[src/rtl/pong_pkg.sv]
// Shared types and helpers for the pong datapath: game states, {x,y} packing,
// and the paddle height default common to the controller and the physics engine.
package pong_pkg;

    localparam int PADDLE_HEIGHT_DEFAULT = 100;

    typedef enum logic [1:0] {
        ST_IDLE  = 2'd0,
        ST_SERVE = 2'd1,
        ST_PLAY  = 2'd2,
        ST_OVER  = 2'd3
    } game_state_t;

    typedef struct packed {
        logic [15:0] x;
        logic [15:0] y;
    } xy_t;

    function automatic logic [31:0] pack_xy(input logic [15:0] x, input logic [15:0] y);
        xy_t p;
        p.x = x;
        p.y = y;
        return p;
    endfunction

    function automatic xy_t unpack_xy(input logic [31:0] v);
        return xy_t'(v);
    endfunction

    // Centre y = height/2 - paddle/2, clamped at 0 for short playfields.
    function automatic logic [15:0] centre_y(input logic [15:0] height, input logic [15:0] paddle_h);
        logic [16:0] half_h;
        logic [16:0] half_p;
        half_h = {1'b0, height} >> 1;
        half_p = {1'b0, paddle_h} >> 1;
        if (half_h > half_p) begin
            return 16'(half_h - half_p);
        end else begin
            return 16'd0;
        end
    endfunction

endpackage

[src/rtl/paddle_mover.sv]
// One paddle's y register: centre load, saturating up/down step on enable.
module paddle_mover
    import pong_pkg::*;
#(
    parameter int PADDLE_HEIGHT = PADDLE_HEIGHT_DEFAULT,
    parameter int PADDLE_STEP   = 4
) (
    input  logic        clk,
    input  logic        rst,
    input  logic        load_centre,
    input  logic        enable,
    input  logic        up,
    input  logic        dn,
    input  logic [15:0] height,
    output logic [15:0] y
);

    localparam logic [16:0] PH   = 17'(PADDLE_HEIGHT);
    localparam logic [16:0] STEP = 17'(PADDLE_STEP);

    logic [16:0] max_y;
    logic [16:0] up_y;
    logic [16:0] dn_sum;
    logic [16:0] dn_y;
    logic [15:0] centre;
    logic [15:0] y_next;

    // Saturating step candidates and next-y selection.
    always_comb begin
        centre = centre_y(height, 16'(PADDLE_HEIGHT));
        if ({1'b0, height} >= PH) begin
            max_y = {1'b0, height} - PH;
        end else begin
            max_y = 17'd0;
        end
        if ({1'b0, y} >= STEP) begin
            up_y = {1'b0, y} - STEP;
        end else begin
            up_y = 17'd0;
        end
        dn_sum = {1'b0, y} + STEP;
        if (dn_sum > max_y) begin
            dn_y = max_y;
        end else begin
            dn_y = dn_sum;
        end
        y_next = y;
        if (load_centre) begin
            y_next = centre;
        end else if (enable && up && !dn) begin
            y_next = up_y[15:0];
        end else if (enable && dn && !up) begin
            y_next = dn_y[15:0];
        end else begin
            y_next = y;
        end
    end

    // Paddle y register; reset loads the centre from the current dimensions.
    always_ff @(posedge clk) begin
        if (rst) begin
            y <= centre;
        end else begin
            y <= y_next;
        end
    end

endmodule

[src/rtl/match_controller.sv]
// Match sequencer: serve countdown, scoring from physics miss flags, win
// detection, physics reset control and the two paddle movers.
module match_controller
    import pong_pkg::*;
#(
    parameter int PADDLE_HEIGHT = PADDLE_HEIGHT_DEFAULT,
    parameter int PADDLE_STEP   = 4,
    parameter int LEFT_X        = 32,
    parameter int RIGHT_MARGIN  = 32,
    parameter int WIN_SCORE     = 7,
    parameter int SERVE_FRAMES  = 60
) (
    input  logic        clk,
    input  logic        rst,
    input  logic        frame_tick,
    input  logic [31:0] dimensions,
    input  logic        start,
    input  logic        btn_l_up,
    input  logic        btn_l_dn,
    input  logic        btn_r_up,
    input  logic        btn_r_dn,
    input  logic [1:0]  player_did_score,
    output logic        physics_rst_n,
    output logic [31:0] left_paddle_pos,
    output logic [31:0] right_paddle_pos,
    output logic [3:0]  left_score,
    output logic [3:0]  right_score,
    output logic        game_over,
    output logic        winner
);

    localparam logic [3:0]  WIN        = 4'(WIN_SCORE);
    localparam logic [15:0] SERVE_LOAD = 16'(SERVE_FRAMES);
    localparam logic [15:0] LEFT_X16   = 16'(LEFT_X);
    localparam logic [15:0] RMARGIN16  = 16'(RIGHT_MARGIN);

    xy_t         dims;
    game_state_t state;
    game_state_t state_next;
    logic [15:0] cnt;
    logic [15:0] cnt_next;
    logic [3:0]  left_next;
    logic [3:0]  right_next;
    logic [3:0]  left_inc;
    logic [3:0]  right_inc;
    logic        winner_next;
    logic        recentre;
    logic        move_en;
    logic [15:0] left_y;
    logic [15:0] right_y;

    assign dims    = unpack_xy(dimensions);
    assign move_en = frame_tick && ((state == ST_SERVE) || (state == ST_PLAY));

    // State register.
    always_ff @(posedge clk) begin
        if (rst) begin
            state <= ST_IDLE;
        end else begin
            state <= state_next;
        end
    end

    // Next-state, countdown and score logic.
    always_comb begin
        state_next  = state;
        cnt_next    = cnt;
        left_next   = left_score;
        right_next  = right_score;
        winner_next = winner;
        recentre    = 1'b0;
        left_inc    = left_score + 4'd1;
        right_inc   = right_score + 4'd1;
        case (state)
            ST_IDLE: begin
                recentre = 1'b1;
                if (start) begin
                    state_next = ST_SERVE;
                    cnt_next   = SERVE_LOAD;
                    left_next  = 4'd0;
                    right_next = 4'd0;
                end else begin
                    state_next = ST_IDLE;
                end
            end
            ST_SERVE: begin
                if (frame_tick) begin
                    if (cnt == 16'd0) begin
                        state_next = ST_PLAY;
                    end else begin
                        cnt_next = cnt - 16'd1;
                    end
                end else begin
                    state_next = ST_SERVE;
                end
            end
            ST_PLAY: begin
                case (player_did_score)
                    2'b01: begin
                        left_next = left_inc;
                        if (left_inc == WIN) begin
                            state_next  = ST_OVER;
                            winner_next = 1'b0;
                        end else begin
                            state_next = ST_SERVE;
                            cnt_next   = SERVE_LOAD;
                        end
                    end
                    2'b10: begin
                        right_next = right_inc;
                        if (right_inc == WIN) begin
                            state_next  = ST_OVER;
                            winner_next = 1'b1;
                        end else begin
                            state_next = ST_SERVE;
                            cnt_next   = SERVE_LOAD;
                        end
                    end
                    2'b11: begin
                        state_next = ST_SERVE;
                        cnt_next   = SERVE_LOAD;
                    end
                    default: begin
                        state_next = ST_PLAY;
                    end
                endcase
            end
            ST_OVER: begin
                if (start) begin
                    state_next = ST_SERVE;
                    cnt_next   = SERVE_LOAD;
                    left_next  = 4'd0;
                    right_next = 4'd0;
                    recentre   = 1'b1;
                end else begin
                    state_next = ST_OVER;
                end
            end
            default: begin
                state_next = ST_IDLE;
            end
        endcase
    end

    // Registered datapath and outputs; physics reset is released only in PLAY.
    always_ff @(posedge clk) begin
        if (rst) begin
            cnt           <= 16'd0;
            left_score    <= 4'd0;
            right_score   <= 4'd0;
            winner        <= 1'b0;
            physics_rst_n <= 1'b0;
            game_over     <= 1'b0;
        end else begin
            cnt           <= cnt_next;
            left_score    <= left_next;
            right_score   <= right_next;
            winner        <= winner_next;
            physics_rst_n <= (state_next == ST_PLAY);
            game_over     <= (state_next == ST_OVER);
        end
    end

    paddle_mover #(
        .PADDLE_HEIGHT(PADDLE_HEIGHT),
        .PADDLE_STEP  (PADDLE_STEP)
    ) u_left (
        .clk        (clk),
        .rst        (rst),
        .load_centre(recentre),
        .enable     (move_en),
        .up         (btn_l_up),
        .dn         (btn_l_dn),
        .height     (dims.y),
        .y          (left_y)
    );

    paddle_mover #(
        .PADDLE_HEIGHT(PADDLE_HEIGHT),
        .PADDLE_STEP  (PADDLE_STEP)
    ) u_right (
        .clk        (clk),
        .rst        (rst),
        .load_centre(recentre),
        .enable     (move_en),
        .up         (btn_r_up),
        .dn         (btn_r_dn),
        .height     (dims.y),
        .y          (right_y)
    );

    assign left_paddle_pos  = pack_xy(LEFT_X16, left_y);
    assign right_paddle_pos = pack_xy(dims.x - RMARGIN16, right_y);

endmodule

[config.mk]
export PLATFORM = sky130hd
export DESIGN_NAME = match_controller
export DESIGN_NICKNAME = d
export VERILOG_FILES = /design/src/rtl/pong_pkg.sv /design/src/rtl/paddle_mover.sv /design/src/rtl/match_controller.sv
export SDC_FILE = /design/constraint.sdc
export NUM_CORES = 1
export LEC_CHECK = 0
export BUFFER_PORTS_ARGS = -buffer_cell sky130_fd_sc_hd__buf_2
export CELL_PAD_IN_SITES_DETAIL_PLACEMENT = 1
export CELL_PAD_IN_SITES_GLOBAL_PLACEMENT = 1
export CORE_AREA = 2 2 124 126
export DETAILED_ROUTE_END_ITERATION = 16
export DIE_AREA = 0 0 126 128
export PLACE_DENSITY = 0.9
export SKIP_LAST_GASP = 1
export SLEW_MARGIN = 20
export SYNTH_ARGS = -nofsm -noshare
export SYNTH_HDL_FRONTEND = slang
export SYNTH_SLANG_ARGS = --single-unit
[constraint.sdc]
create_clock -name clk -period 5.2 [get_ports clk]
set_input_delay 0.52 -clock clk [delete_from_list [all_inputs] [get_ports clk]]
set_output_delay 0.52 -clock clk [all_outputs]
set_load 0.05 [all_outputs]
* Word-level counts from Yosys, hierarchy flattened *
Index checks and enable logic that the tools add are counted.

word-level totals
  bits of input ports = 42
  bits in registers = 61
  word-level logic and storage cells = 109
  output and inout port bits = 75

operators by class
  multiplexer cells = 39
  magnitude comparators = 6
  $add $sub $neg = 10
  reductions and logical operators = 25
  equality and inequality tests = 20

operator list
  operator               number
  $mux 16                18
  $pmux 16 s3            2
  $add 16x3->17 const B  2
  $gt 17x17->1           2
  $ge 16x3->1 const B    2
  $sub 16x3->16 const B  2
  $mux 17                1
  $sub 16x7->17 const B  1
  $ge 16x7->1 const B    1
  $logic_not 16->1       1
  $pmux 4 s2             2
  $sub 15x6->16 const B  1
  $sub 16x1->16 const B  1
  $sub 16x6->16 const B  1
  $gt 15x6->1 const B    1
  $eq 2x2->1 const B     6
  $mux 4                 3
  $mux 2                 5
  $logic_and 1x1->1      9
  $add 4x1->4 const B    2
  $eq 4x3->1 const B     2
  $ne 2x2->1 const B     4
  $pmux 2 s4             1
  $reduce_bool 4->1      2
  other kinds (15)       28

* Longest topological paths before layout *
Gate-level depths: netlist of the first run.

  depth after elaboration = 9
  mapped depth = 16

* Cells and area by module *
Synthesis of the first run repeated with hierarchy kept, for this count alone.

unflattened totals
  cells, all modules = 800
  area, all modules = 6,578.8 um2

by module, submodules not included
  module            cells each  area an instance (um2)  instances
  paddle_mover      269         2,232.1                 2
  match_controller  262         2,114.5                 1

* Worst setup path before layout of the first run *
Ideal clock, no wire load.

  path kind = input to register
  start = in dimensions[3]
  end = reg u_left.y[14] (data pin)
  cell stages on the path = 16
  setup time = 0.273 ns
  slack = 1.181 ns
  data arrival time = 3.746 ns
  cells stage by stage = inv_1 > ha_1 > or4b_1 > o211ai_1 > or2_2 > buf_2 > and2_1 > inv_1 > ha_1 > a21oi_1 > o21ai_0 > a2111o_1 > a22oi_1 > clkbuf_1 > nand2b_1 > o221ai_1

between the ends
  cells in the longest elaborated chain, start to end = 8
  elaborated cells between the ends (all ways) = 12
  classes of those cells = 2 x add/sub; 3 x order compare; 7 x mux

ends and longest elaborated chain
  item                                                 RTL line                                source
  start, declared                                      match_controller.sv:16                  input logic [31:0] dimensions,
  $sub 16x7->17 / $ge 16x7->1 (equally long branches)  paddle_mover.sv:32, paddle_mover.sv:31
  $mux 17                                              paddle_mover.sv:31                      if ({1'b0, height} >= PH) begin
  $gt 17x17->1                                         paddle_mover.sv:42                      if (dn_sum > max_y) begin
  $mux 16                                              paddle_mover.sv:42
  $mux 16                                              paddle_mover.sv:52                      end else if (enable && dn && !up) begin
  $mux 16                                              paddle_mover.sv:50                      end else if (enable && up && !dn) begin
  $mux 16                                              paddle_mover.sv:48                      if (load_centre) begin
  $mux 16 (*)                                          paddle_mover.sv:61                      if (rst) begin
  end signal, assigned                                 paddle_mover.sv:62                      y <= centre;
  end signal, assigned                                 paddle_mover.sv:64                      y <= y_next;
  end, declared                                        paddle_mover.sv:15                      output logic [15:0] y

Mark *: on every way between the ends. The rest lies on a longest branch, timed or not. The select of a mux whose other input is x is not followed.
A chain may end at the register's enable or synchronous reset.

* Worst setup path after layout of the first run *
  start = reg u_right.y[4]
  end = reg u_right.y[11] (data pin)

between the ends
  cells in the longest elaborated chain, start to end = 7
  elaborated cells between the ends (all ways) = 10
  classes of those cells = 2 x add/sub; 2 x order compare; 6 x mux

ends and longest elaborated chain
  item                    RTL line            source
  start, declared         paddle_mover.sv:15
  start signal, assigned  paddle_mover.sv:62
  start signal, assigned  paddle_mover.sv:64
  $add 16x3->17           paddle_mover.sv:41  dn_sum = {1'b0, y} + STEP;
  $gt 17x17->1            paddle_mover.sv:42
  $mux 16                 paddle_mover.sv:42
  $mux 16                 paddle_mover.sv:52
  $mux 16 (*)             paddle_mover.sv:50
  $mux 16 (*)             paddle_mover.sv:48
  $mux 16 (*)             paddle_mover.sv:61

Marks and branches as above.

==> results.md, run 1 <==
- The run finished with clean final reports.
- The fraction of the mapped netlist area in adder cells is between 10% and 20%.
- The final cycle utilization of the critical path is between 80% and 90%.
- At the worst endpoint, the arrival time is 4730 ps.
- The count of pins over their slew limit came to 0.
- The routed wire length is between 20,000 and 25,000 um.
- For this block, wires on met1 add up to between 8000 and 9000 um.
- The layout has approximately 1,900 filler cells.
- In this run, post-CTS hold repair placed 0 buffers.
- The initial antenna violation count is 0.
- The class of the tightest hold or removal check is flip-flop to flip-flop.
- The clock network latency to the later pin of the worst-skew pair is 350 ps.
- The number of top-level design ports is roughly 120.
- The floorplan has 45 rows.
- The area of the core is about 15,000 um^2.
- Summed over all layers, the global routing overflow is 0.
- The maximum net fanout on the critical path is 11.
- The portion of synthesized cell area occupied by the leading cell type is 15.9%.
- From synthesis to final layout, the design area changed by 14.2%.
- Setup repair after global routing left no endpoint under its margin.
- The critical path capture point type is a flip-flop.
- The detail-routed via count per cell is about 6.
- VDD sags by at most 0.203 mV.
- The final weighted congestion of routability-driven global placement is around 1.0.
- The hold violation total from the final report is 0.
- For this run, asynchronously set or reset flops after synthesis account for 0%.
- Measured along the x axis, the die boundary spans between 100 and 150 um.
- The global-route wire length before repair is about 32,000 um.
- The highest metal layer with signal wires is met4.
- The share of synthesized area occupied by flip-flops and latches is 25.5%.
- The worst hold path begins at cnt[0].
- The number of global-route vias before repair was just over 6,000.
- CTS placed an instance of clkbuf_16 at the clock tree root.
- The compound-cell area share of the yosys netlist is 19.6%.
- STA puts the critical path data required time at 5420 ps.
- The xor/xnor share of the synthesized area is approximately 11%.
- Dividing the detail-routed wire length by the instance count gives between 20 and 25 um.
- The number of synthesized flops with an enable pin is 32.
- The starting density of the core is 40.7%.
- After routing the design area is just under 7000 um^2.
- The most frequently used cell type in the post-synthesis netlist is nor2_1.
- The largest family of logic cells by synthesized area is simple AND/OR/NAND/NOR gates.
- The type of the setup path with the least slack is flip-flop to flip-flop.
- The post-route netlist has ~16% of its cells at a drive strength greater than 1.
- For the final database, setup skew stands at around 8.3 ps.
- The number of vias in the routed layout is approximately 6,100.
- The origin of the worst setup path is u_right.y[4].
- The areal power density over the cells is 352 nW/um^2.
- Broken down by cell family, the worst path's largest delay share belongs to simple AND/OR/NAND/NOR gates.
- The worst-margin pin slew is roughly 920 ps.
- The path with the worst hold slack has its endpoint at cnt[0].
- The floorplan step set the die height to 128 um.
- The pre-CTS worst setup slack is ~510 ps.
- Derived from the worst setup path, the maximum achievable clock frequency is about 220 MHz.
- The delay of the slowest cell on the worst path is slightly below 800 ps.
- The pin count of the biggest net entering global routing is 29.
- The number of warnings issued by yosys is 0.
- Synthesis inferred 61 register bits.
- In the synthesized netlist, the cells that appear most often are nor2_1 (68), nand2_1 (65), ha_1 (52), xnor2_1 (43), inv_1 (42).
- The dominant cell type by area after synthesis is edfxtp_1.
- The worst setup path is launched from a flip-flop.
- Setup violations remaining at the end of the flow were counted as 0.
- After synthesis, the share of cell area in mux cells is less than 1%.
- Setup slack on the worst reg-to-reg path comes out at approximately 700 ps.
- The worst path needs around 4500 ps of the cycle, external delays included.
- Detailed placement ended at an HPWL of about 16,000 um.
- The main flop type after synthesis is edfxtp_1.
- The leakage power is 2.86 nW.
- The routed design uses between 9000 and 10,000 um of met2 wire.
- The count of buffers added by post-CTS timing repair for setup is 0.
- The maximum clock insertion buffer count is 2.
- The number of max-capacitance violations reported is 0.
- The number of cells traversed by the worst register-to-register path is 11.
- The detailed-route DRC error count is 0.
- The placed standard-cell area is 6570 um^2.
- The number of buffers inserted during clock tree synthesis is 9.
- The clock-pin slew on the worst setup and hold paths is roughly 60 ps.
- The number of antenna diodes in the final layout is 0.
- The worst-path cell with the longest stage delay is nor4_1.
- Setup total negative slack on the finished layout was measured at 0 ps.
- Along the worst hold path, the cell count comes to 2.
- In this run the tightest slew margin relative to its limit is between 30% and 40%.
- Synthesis handed over a netlist of about 740 instances.
- The tree built by TritonCTS fans out to between 60 and 70 sinks.
- The number of buffers added on ports is 90.
- The routed length on met3 is roughly 1400 um.
- The total global-route track usage is about a quarter.
- The combined buffer and inverter count along the critical path is 0.
- TritonCTS built the clock tree.
- In this run the critical register-to-register path is captured at u_right.y[11].
- The count of nets left with antenna violations once routing finished came out at 0.
- The number of nets at the end of the flow is approximately 900.
- By area the synthesized netlist is led by edfxtp_1 (16%), ha_1 (11%), dfxtp_1 (9.6%).
- The post-cts gate resize count is 0.
- The number of detailed-routing iterations run before antenna repair is 4.
- The H-tree was split into 3 levels.
- The critical path goes through nand3_1 -> nor4_1 -> nand3_1 -> xnor2_1 -> ha_1 -> nand4_1 -> or3_1 -> nor3_1 -> a21oi_1 -> nor3_1 -> a221o_1.
- In this run, the number of DRC markers left after iteration 0 of detailed routing was approximately 360.
- The synthesized area per cell is just over 8 um^2.
- The distinct cell type count of the synthesized netlist is 76.
- The die area is 16,100 um^2.
- The cell area after synthesis is 6050 um^2.
- After Yosys synthesis, and, or, nand and nor cells account for between 20 and 30% of the synthesized area.
- The startpoint identified for the worst register-to-register timing path is u_right.y[4].
- In the post-route analysis, the smallest setup slack over all paths is between 600 and 700 ps.
-- worst min-delay path, delay by kind of cell (launching register included) --
family,cells,cell delay (ps)
flops,1,320
simple gates,1,60
compound gates,1,50
-- worst max path at each step --
| stage | cells after the start | end |
|---|---|---|
| after detailed placement | 13 | u_right.y[11] |
| after global placement | 13 | u_right.y[13] |
| after global routing | 14 | u_right.y[11] |
| after CTS | 11 | u_right.y[11] |
| after floorplan | 16 | u_left.y[14] |
| final | 11 | u_right.y[11] |
-- stage by stage --
step                util (%)  std cells  hold WS, ps  power (mW)
global route            46.5       1009          511        2.56
global placement        44.2        993          463        1.71
CTS                     46.5       1009          490        2.43
finish                  46.5       1009          480        2.43
detailed placement      44.2        993          482        1.74
floorplan                  -        756          440        1.47
-- cells in the final DEF, fill, tap and decap left out, types with 24 or more instances in the layout --
master / Yosys / layout
a21oi_1: 36 / 36
buf_2: 3 / 90
dfxtp_1: 29 / 29
edfxtp_1: 32 / 32
ha_1: 52 / 52
inv_1: 42 / 42
nand2_1: 65 / 65
nand3_1: 26 / 26
nor2_1: 68 / 68
nor3_1: 25 / 25
o21ai_0: 26 / 24
xnor2_1: 43 / 43
xor2_1: 34 / 34
-- state kept, by name, indices dropped and copies added (netlist names) --
| name | flops |
|---|---|
| right_score | 4 |
| u_right.y | 16 |
| game_over | 1 |
| winner | 1 |
| cnt | 16 |
| physics_rst_n | 1 |
| state | 2 |
| u_left.y | 16 |
| left_score | 4 |
-- cells by family (layout without fill, tap and decap cells) --
family | count (synthesis) | count (layout)
fa+ha+maj | 52 | 52
mux | 5 | 5
compound gates | 165 | 165
simple gates | 291 | 291
buf+inv | 89 | 154
flops | 61 | 61
xor+xnor | 77 | 77
other cells | 2 | 16
-- per-layer routing --
layer	vias to the layer above	global-route usage [%]
li1	2847	-
met1	2930	29.7
met2	236	43.6
met3	64	6.26
met4	0	11.1
met5	-	0
-- where the power goes --
| group | leakage [nW] | switching, mW | internal (mW) |
|---|---|---|---|
| Combinational | 2.12 | 0.705 | 0.331 |
| Sequential | 0.569 | 0.131 | 0.592 |
| Clock | 0.166 | 0.243 | 0.431 |
-- cell type report --
| cell class | count | area (um^2) | share of cell area (%) |
|---|---|---|---|
| Clock inverter | 5 | 61.3 | 0.888 |
| Clock buffer | 11 | 275 | 3.98 |
| Inverter | 43 | 161 | 2.34 |
| Sequential cell | 61 | 1540 | 22.3 |
| Tap cell | 188 | 235 | 3.41 |
| Multi-Input combinational cell | 606 | 4150 | 60.0 |
| Timing Repair Buffer | 95 | 488 | 7.06 |
Note: power is estimated with default switching activity, not from simulation.
==> run 2: changes to the inputs <==
--- a/config.mk
+++ b/config.mk
@@ -6,12 +6,10 @@
 export NUM_CORES = 1
 export LEC_CHECK = 0
 export BUFFER_PORTS_ARGS = -buffer_cell sky130_fd_sc_hd__buf_2
-export CELL_PAD_IN_SITES_DETAIL_PLACEMENT = 1
-export CELL_PAD_IN_SITES_GLOBAL_PLACEMENT = 1
-export CORE_AREA = 2 2 124 126
+export CORE_AREA = 2 2 119 121
 export DETAILED_ROUTE_END_ITERATION = 16
-export DIE_AREA = 0 0 126 128
-export PLACE_DENSITY = 0.9
+export DIE_AREA = 0 0 121 123
+export PLACE_DENSITY = 0.77
 export SKIP_LAST_GASP = 1
 export SLEW_MARGIN = 20
 export SYNTH_ARGS = -nofsm -noshare
==> constraint.sdc (replaced) <==
create_clock -name clk -period 5.2 [get_ports clk]
set_input_delay 0 -clock clk [delete_from_list [all_inputs] [get_ports clk]]
set_output_delay 0 -clock clk [all_outputs]
set_load 0.05 [all_outputs]
==> results.md, run 2 (synthesis gave the netlist of run 1 again) <==
- The flow ran to the end, and the final reports show no timing, DRC or antenna violations.
- The arrival time reported for the critical path endpoint is 4470 ps (-260 ps).
- The worst slew slack as a fraction of its limit came to 45.9% (+7.5 points).
- The final cycle utilization of the critical path is 82.0% (-4.7 points).
- The number of buffers inserted during clock tree synthesis was 9 (unchanged).
- The leftover overflow at the end of global routing came to 0 (unchanged).
- The hold slack was 0.0220 ps (-480 ps).
- The count of buffers added by post-CTS timing repair for setup is 0 (unchanged).
- In the final layout, the registers with the most flip-flops are cnt x16, u_left.y x16, u_right.y x16.
- The number of detailed-routing iterations run before antenna repair came to 5 (+1).
- The class of the tightest hold or removal check is primary input to primary output.
- The hold violation total from the final report is 0 (unchanged).
- The areal power density over the cells is 344 nW/um^2 (-2.3%).
- The fmax is 234 MHz (+5.8%).
- The starting DRC count in detailed routing is 635 (+77%).
- The final weighted congestion of routability-driven global placement was 1.03 (-1.5%).
- The die area is 14,900 um^2 (-7.7%).
- The cell-internal power is 1.34 mW (-1.4%).
- The leakage power is 2.85 nW (-0.26%).
- The clock-pin slew on the worst setup and hold paths is 60 ps (about the same).
- The count of pins over their slew limit came to 0 (unchanged).
- The detailed-route DRC error count is 0 (unchanged).
- The number of top-level design ports is 117 (unchanged).
- The number of clock sinks is 61 (unchanged).
- The final critical path time including I/O delays and setup is 4260 ps (-246 ps).
- Leaving out fill and tap cells, the most frequent cell in the layout is buf_2.
- The sequential share of power came to 30.4% (+0.7 points).
- The required time reported for the critical path endpoint is 5400 ps (-20 ps).
- The deepest level of the CTS H-tree is 3 (unchanged).
- The share of power burned in combinational logic is 42.5% (about the same).
- The total global-route track usage came to 23.9% (-1.3 points).
- The number of max-capacitance violations reported is 0 (unchanged).
- The element type at the critical path start is a flip-flop.
- The total of hold buffers inserted after clock tree synthesis is 0 (unchanged).
- The critical path is of the flip-flop to flip-flop type.
- Relative to the synthesized area, the layout overhead comes to 13.8%.
- The initial antenna violation count is 2 (+2).
- The clock share of power is 27.2% (-0.5 points).
- Walking the worst path, the cells encountered are nand3_1 -> nor4_1 -> nand3_1 -> xnor2_1 -> ha_1 -> nand4_1 -> or3_1 -> nor3_1 -> a21oi_1 -> nor3_1 -> a221o_1.
- The final HPWL from detailed placement is 13,900 um (-14%).
- The number of global-route vias before repair came to 5,657 (-6.9%).
- The worst clock skew came to 6.15 ps (-2.15 ps).
- The clock tree from TritonCTS is done.
- On the critical path the largest part of the delay comes from simple AND/OR/NAND/NOR gates.
- The clock network latency to the later pin of the worst-skew pair is 340 ps (about the same).
- The total negative slack for setup checks came to 0 ps (unchanged).
- The worst-margin pin slew was 803 ps (-115 ps).
- The delay of the slowest cell on the worst path is 680 ps (-90 ps).
- The pin count of the biggest net entering global routing was 29 (unchanged).
- The fraction of power spent switching nets was 43.6% (-0.72 points).
- The die boundary height came to 123 um (-3.9%).
- The number of vias in the routed layout is 6,021 (-0.92%).
- The number of nets at the end of the flow is 910 (unchanged).
- The starting density of the core is 44.5% (+3.7 points).
- The worst-path cell with the longest stage delay is nor3_1.
- The number of buffers added on ports is 90 (unchanged).
- The area of the core is 13,600 um^2 (-8.4%).
- The detail-routed via count per cell came to 6.00 (-0.33%).
- The critical path capture point type is a flip-flop.
- The net load switching power was 1.03 mW (-4.2%).
- The width of the die is 121 um (-4.0%).
- In the layout the commonest cells are buf_2 (90), nor2_1 (68), nand2_1 (65), ha_1 (52), xnor2_1 (43).
- The maximum net fanout on the critical path was 11 (unchanged).
- The wire length per cell after detailed routing is 17.6 um (-13%).
- The maximum clock insertion buffer count is 2 (unchanged).
- The routed wire length is 17,700 um (-13%).
- The fraction of final layout cells sized beyond drive strength 1 came to 16.1% (-0.12 points).
- The number of endpoints failing setup at the final stage is 0 (unchanged).
- The maximum resistive drop on vdd is 0.162 mV (-20%).
- The post-cts gate resize count is 0 (unchanged).
- Setup repair after global routing left no endpoint under its margin.
- The combined buffer and inverter count along the critical path came to 0 (unchanged).
- The clock root buffer is clkbuf_16.
- The cell row count is 43 (-4.4%).
- The count of antenna-violating nets left after detailed routing was 0 (unchanged).
- The global-route wire length before repair is 28,000 um (-13%).
-- run 2: changes by cell type in the layout (fill, tap and decap cells not counted), sizes merged --
cell / change
clkbuf: +1
inv: +1
clkinv: -2
diode: +2
-- run 2: area by class of cell --
class,instances,area (um^2)
inverter,43,161
fill,1302,6730
timing repair buffer,95,488
multi-input combinational,606,4150
clock inverter,4,51.3
antenna,2,5.00
tap,180,225
sequential,61,1540
clock buffer,12,268
-- run 2: per-stage QoR --
stage          total power, mW  utilization [%]  std cells  area, um^2  worst slack, ps
2_1_floorplan             1.47                -        756        6100             1320
3_3_place_gp              1.70             48.2        985        6560             1230
3_5_place_dp              1.71             48.2        985        6560             1050
4_1_cts                   2.36             50.5       1001        6880             1010
5_1_grt                   2.50             50.6       1003        6890              615
6_report                  2.37             50.6       1003        6890              935
-- run 2: power by group through the flow --
stage / Sequential [mW] / Clock, mW / Combinational (mW)
finish: 0.720 / 0.644 / 1.01
global route: 0.735 / 0.670 / 1.09
CTS: 0.717 / 0.652 / 0.988
detailed placement: 0.727 / 0 / 0.983
global placement: 0.725 / 0 / 0.971
floorplan: 0.849 / 0 / 0.623
-- run 2: worst paths after layout --
| kind | startpoint | endpoint | slack, ps | cells after the start |
|---|---|---|---|---|
| max reg2reg | u_right.y[4] | u_right.y[13] | 940 | 11 |
| max | u_right.y[4] | u_right.y[13] | 940 | 11 |
| min reg2reg | cnt[0] | cnt[0] | 480 | 2 |
| min | dimensions[20] | right_paddle_pos[20] | 0.02 | 0 |
-- run 2: per-layer routing --
metal | part of all wire [%] | track usage (%)
met2 | 47 | 38.6
met3 | 7.8 | 5.03
met4 | 4.8 | 14.0
met5 | 0 | 0
met1 | 40 | 29.7
==> run 3: changes to the inputs <==
==> constraint.sdc (replaced) <==
create_clock -name clk -period 4.09 [get_ports clk]
set_input_delay 0 -clock clk [delete_from_list [all_inputs] [get_ports clk]]
set_output_delay 0 -clock clk [all_outputs]
set_load 0.05 [all_outputs]
==> results.md, run 3 (synthesis gave the netlist of run 1 again) <==
- The run finished with clean final reports.
- On the critical path, the stage with the largest delay is an instance of edfxtp_1.
- The fraction of power spent switching nets is 44.2% (+0.60 points).
- The final core utilization is 51.6% (+1.0 points).
- The fraction of final layout cells sized beyond drive strength 1 is 18.3% (+2.2 points).
- The final cycle utilization of the critical path is 92.2% (+10 points).
- The cell count after placement came to 1,005 (+2.0%).
- The count of pins over their slew limit is 0 (unchanged).
- The routed wire length is 18,500 um (+4.6%).
- The final instance count without filler cells is 1,023 (+2.0%).
- The detail-routed via count per cell is 5.91 (-1.6%).
- The fmax is 265 MHz (+13%).
- The deepest level of the CTS H-tree was 3 (unchanged).
- The critical path in this run is classified as flip-flop to flip-flop.
- The clock share of power is 25.0% (-2.2 points).
- The maximum net fanout on the critical path is 10 (-1).
- The placed standard-cell area is 6710 um^2 (+2.3%).
- The starting DRC count in detailed routing is 672 (+5.8%).
- The number of max-capacitance violations reported is 0 (unchanged).
- The number of buffers inserted during clock tree synthesis was 9 (unchanged).
- The initial antenna violation count is 2 (unchanged).
- The largest registers in the layout are cnt x16, u_left.y x16, u_right.y x16.
- The final worst slack came to 317 ps (-618 ps).
- The worst slew slack as a fraction of its limit is 42.4% (-3.4 points).
- The total global-route track usage is 25.4% (+1.4 points).
- The clock-pin slew on the worst setup and hold paths is 50 ps (about the same).
- The number of endpoints failing setup at the final stage is 0 (unchanged).
- The pre-CTS worst setup slack was 54.2 ps (-994 ps).
- The element type at the critical path start is a flip-flop.
- The number of clock sinks was 61 (unchanged).
- STA classifies the critical path endpoint as a flip-flop.
- The delay of the slowest cell on the worst path came to 480 ps (-200 ps).
- The area of the core was 13,600 um^2 (unchanged).
- The clock network latency to the later pin of the worst-skew pair was 340 ps (about the same).
- The number of vias in the routed layout is 6,042 (+0.35%).
- The final critical path time including I/O delays and setup came to 3770 ps (-492 ps).
- The area of all placed cells without fillers is 7030 um^2 (+2.0%).
- The cell that appears most often on the critical path is buf_4.
- The critical path goes through inv_1 -> nor3_1 -> buf_4 -> and3_1 -> nand3_1 -> xnor2_1 -> ha_1 -> and4_1 -> a221o_1 -> a22oi_2 -> buf_4 -> nand2b_1 -> o21ai_0.
- Setup repair after global routing left no endpoint under its margin.
- The top cell types in the final layout, fill and taps aside, are buf_2 (90), nor2_1 (68), nand2_1 (65), ha_1 (52), xnor2_1 (43).
- The starting density of the core is 44.5% (unchanged).
- The number of buffers added on ports came to 90 (unchanged).
- TritonCTS built the clock tree.
- The worst clock skew is 7.08 ps (+0.924 ps).
- The wire length per cell after detailed routing is 18.0 um (+2.5%).
- The detailed-route DRC error count came to 0 (unchanged).
- The count of antenna-violating nets left after detailed routing is 0 (unchanged).
- The maximum resistive drop on vdd is 0.223 mV (+37%).
- The number of nets at the end of the flow is 930 (+2.2%).
- The global-route wire length before repair is 29,300 um (+4.5%).
- The total negative slack for setup checks came to 0 ps (unchanged).
- The required time reported for the critical path endpoint is 4150 ps (-1250 ps).
- The cell-internal power is 1.67 mW (+25%).
- The die area is 14,900 um^2 (unchanged).
- The area growth from synthesis to layout is 16.1%.
- The maximum clock insertion buffer count is 2 (unchanged).
- The final HPWL from detailed placement is 14,600 um (+5.0%).
- The leftover overflow at the end of global routing is 0 (unchanged).
- The die boundary height is 123 um (unchanged).
- The hold violation total from the final report was 0 (unchanged).
- The number of global-route vias before repair is 5,705 (+0.85%).
- The number of detailed-routing iterations run before antenna repair is 5 (unchanged).
- The arrival time reported for the critical path endpoint was 3830 ps (-640 ps).
- The net load switching power was 1.32 mW (+28%).
- The worst-margin pin slew was 855 ps (+51.1 ps).
- The pin count of the biggest net entering global routing was 28 (-3.4%).
- The final weighted congestion of routability-driven global placement is 0.977 (-5.2%).
- The worst-case register-to-register setup slack is 320 ps (-620 ps).
- The library cell used most frequently in the layout, excluding fill and tap cells, is buf_2.
- The min-delay analysis places its worst path in the category primary input to primary output.
- The sequential share of power is 29.9% (-0.5 points).
- The clock root buffer is clkbuf_16.
- The areal power density over the cells is 425 nW/um^2 (+24%).
- The leakage power came to 2.92 nW (+2.6%).
- The share of power burned in combinational logic is 45.1% (+2.6 points).
- The cell row count came to 43 (unchanged).
- The width of the die was 121 um (unchanged).
- The number of top-level design ports is 117 (unchanged).
[run 3: changes by cell type in the layout (fill, tap and decap cells not counted), sizes merged]
cell and change:
buf +20, bufinv -1, clkbuf +2, clkinv -1, clkinvlp +2, inv -2
[run 3: per-stage QoR]
stage	hold slack (ps)	power, mW
2_1_floorplan	167	1.87
3_3_place_gp	0.341	2.20
3_5_place_dp	0.341	2.21
4_1_cts	0.341	2.97
5_1_grt	0.0835	3.15
6_report	0.0220	2.99
[run 3: power groups by stage]
stage               combinational, mW  sequential (mW)  clock (mW)
global route                     1.47            0.908       0.778
global placement                 1.30            0.898           0
finish                           1.35            0.892       0.748
floorplan                       0.792             1.08           0
detailed placement               1.31            0.901           0
CTS                              1.33            0.889       0.759
[run 3: area by class of cell]
class | instances | area [um^2]
inverter | 43 | 161
fill | 1309 | 6590
sequential | 61 | 1540
tap | 180 | 225
multi-input combinational | 606 | 4160
clock buffer | 14 | 275
clock inverter | 2 | 15.0
timing repair buffer | 115 | 638
antenna | 2 | 5.00
[run 3: what timing repair did]
item | in CTS | in global routing
setup buffers | 0 | 0
resized for setup | 0 | 4
endpoints found under the setup margin | 0 | 20
hold buffers | 0 | 0
[run 3: worst max-delay path: cells and delay by family (launching register included)]
family / cells / cell delay (ps)
AOI/OAI and AO/OA: 3 / 810
xor gates and xnor gates: 1 / 310
adders and majority gates: 1 / 320
buffers and inverters: 3 / 520
DFF: 1 / 480
and+or+nand+nor: 5 / 1050
[run 3: worst paths after layout]
kind | startpoint | endpoint | cells after the start
max | u_left.y[2] | u_left.y[0] | 13
min | dimensions[20] | right_paddle_pos[20] | 0
max reg2reg | u_left.y[2] | u_left.y[0] | 13
min reg2reg | cnt[0] | cnt[0] | 2
[run 3: per-layer routing]
layer	up-vias	GRT usage [%]	part of all wire, %
li1	2900	-	-
met1	2773	31.5	41
met2	310	41.8	47
met3	59	6.27	8.5
met4	0	11.3	3.8
met5	-	0	0
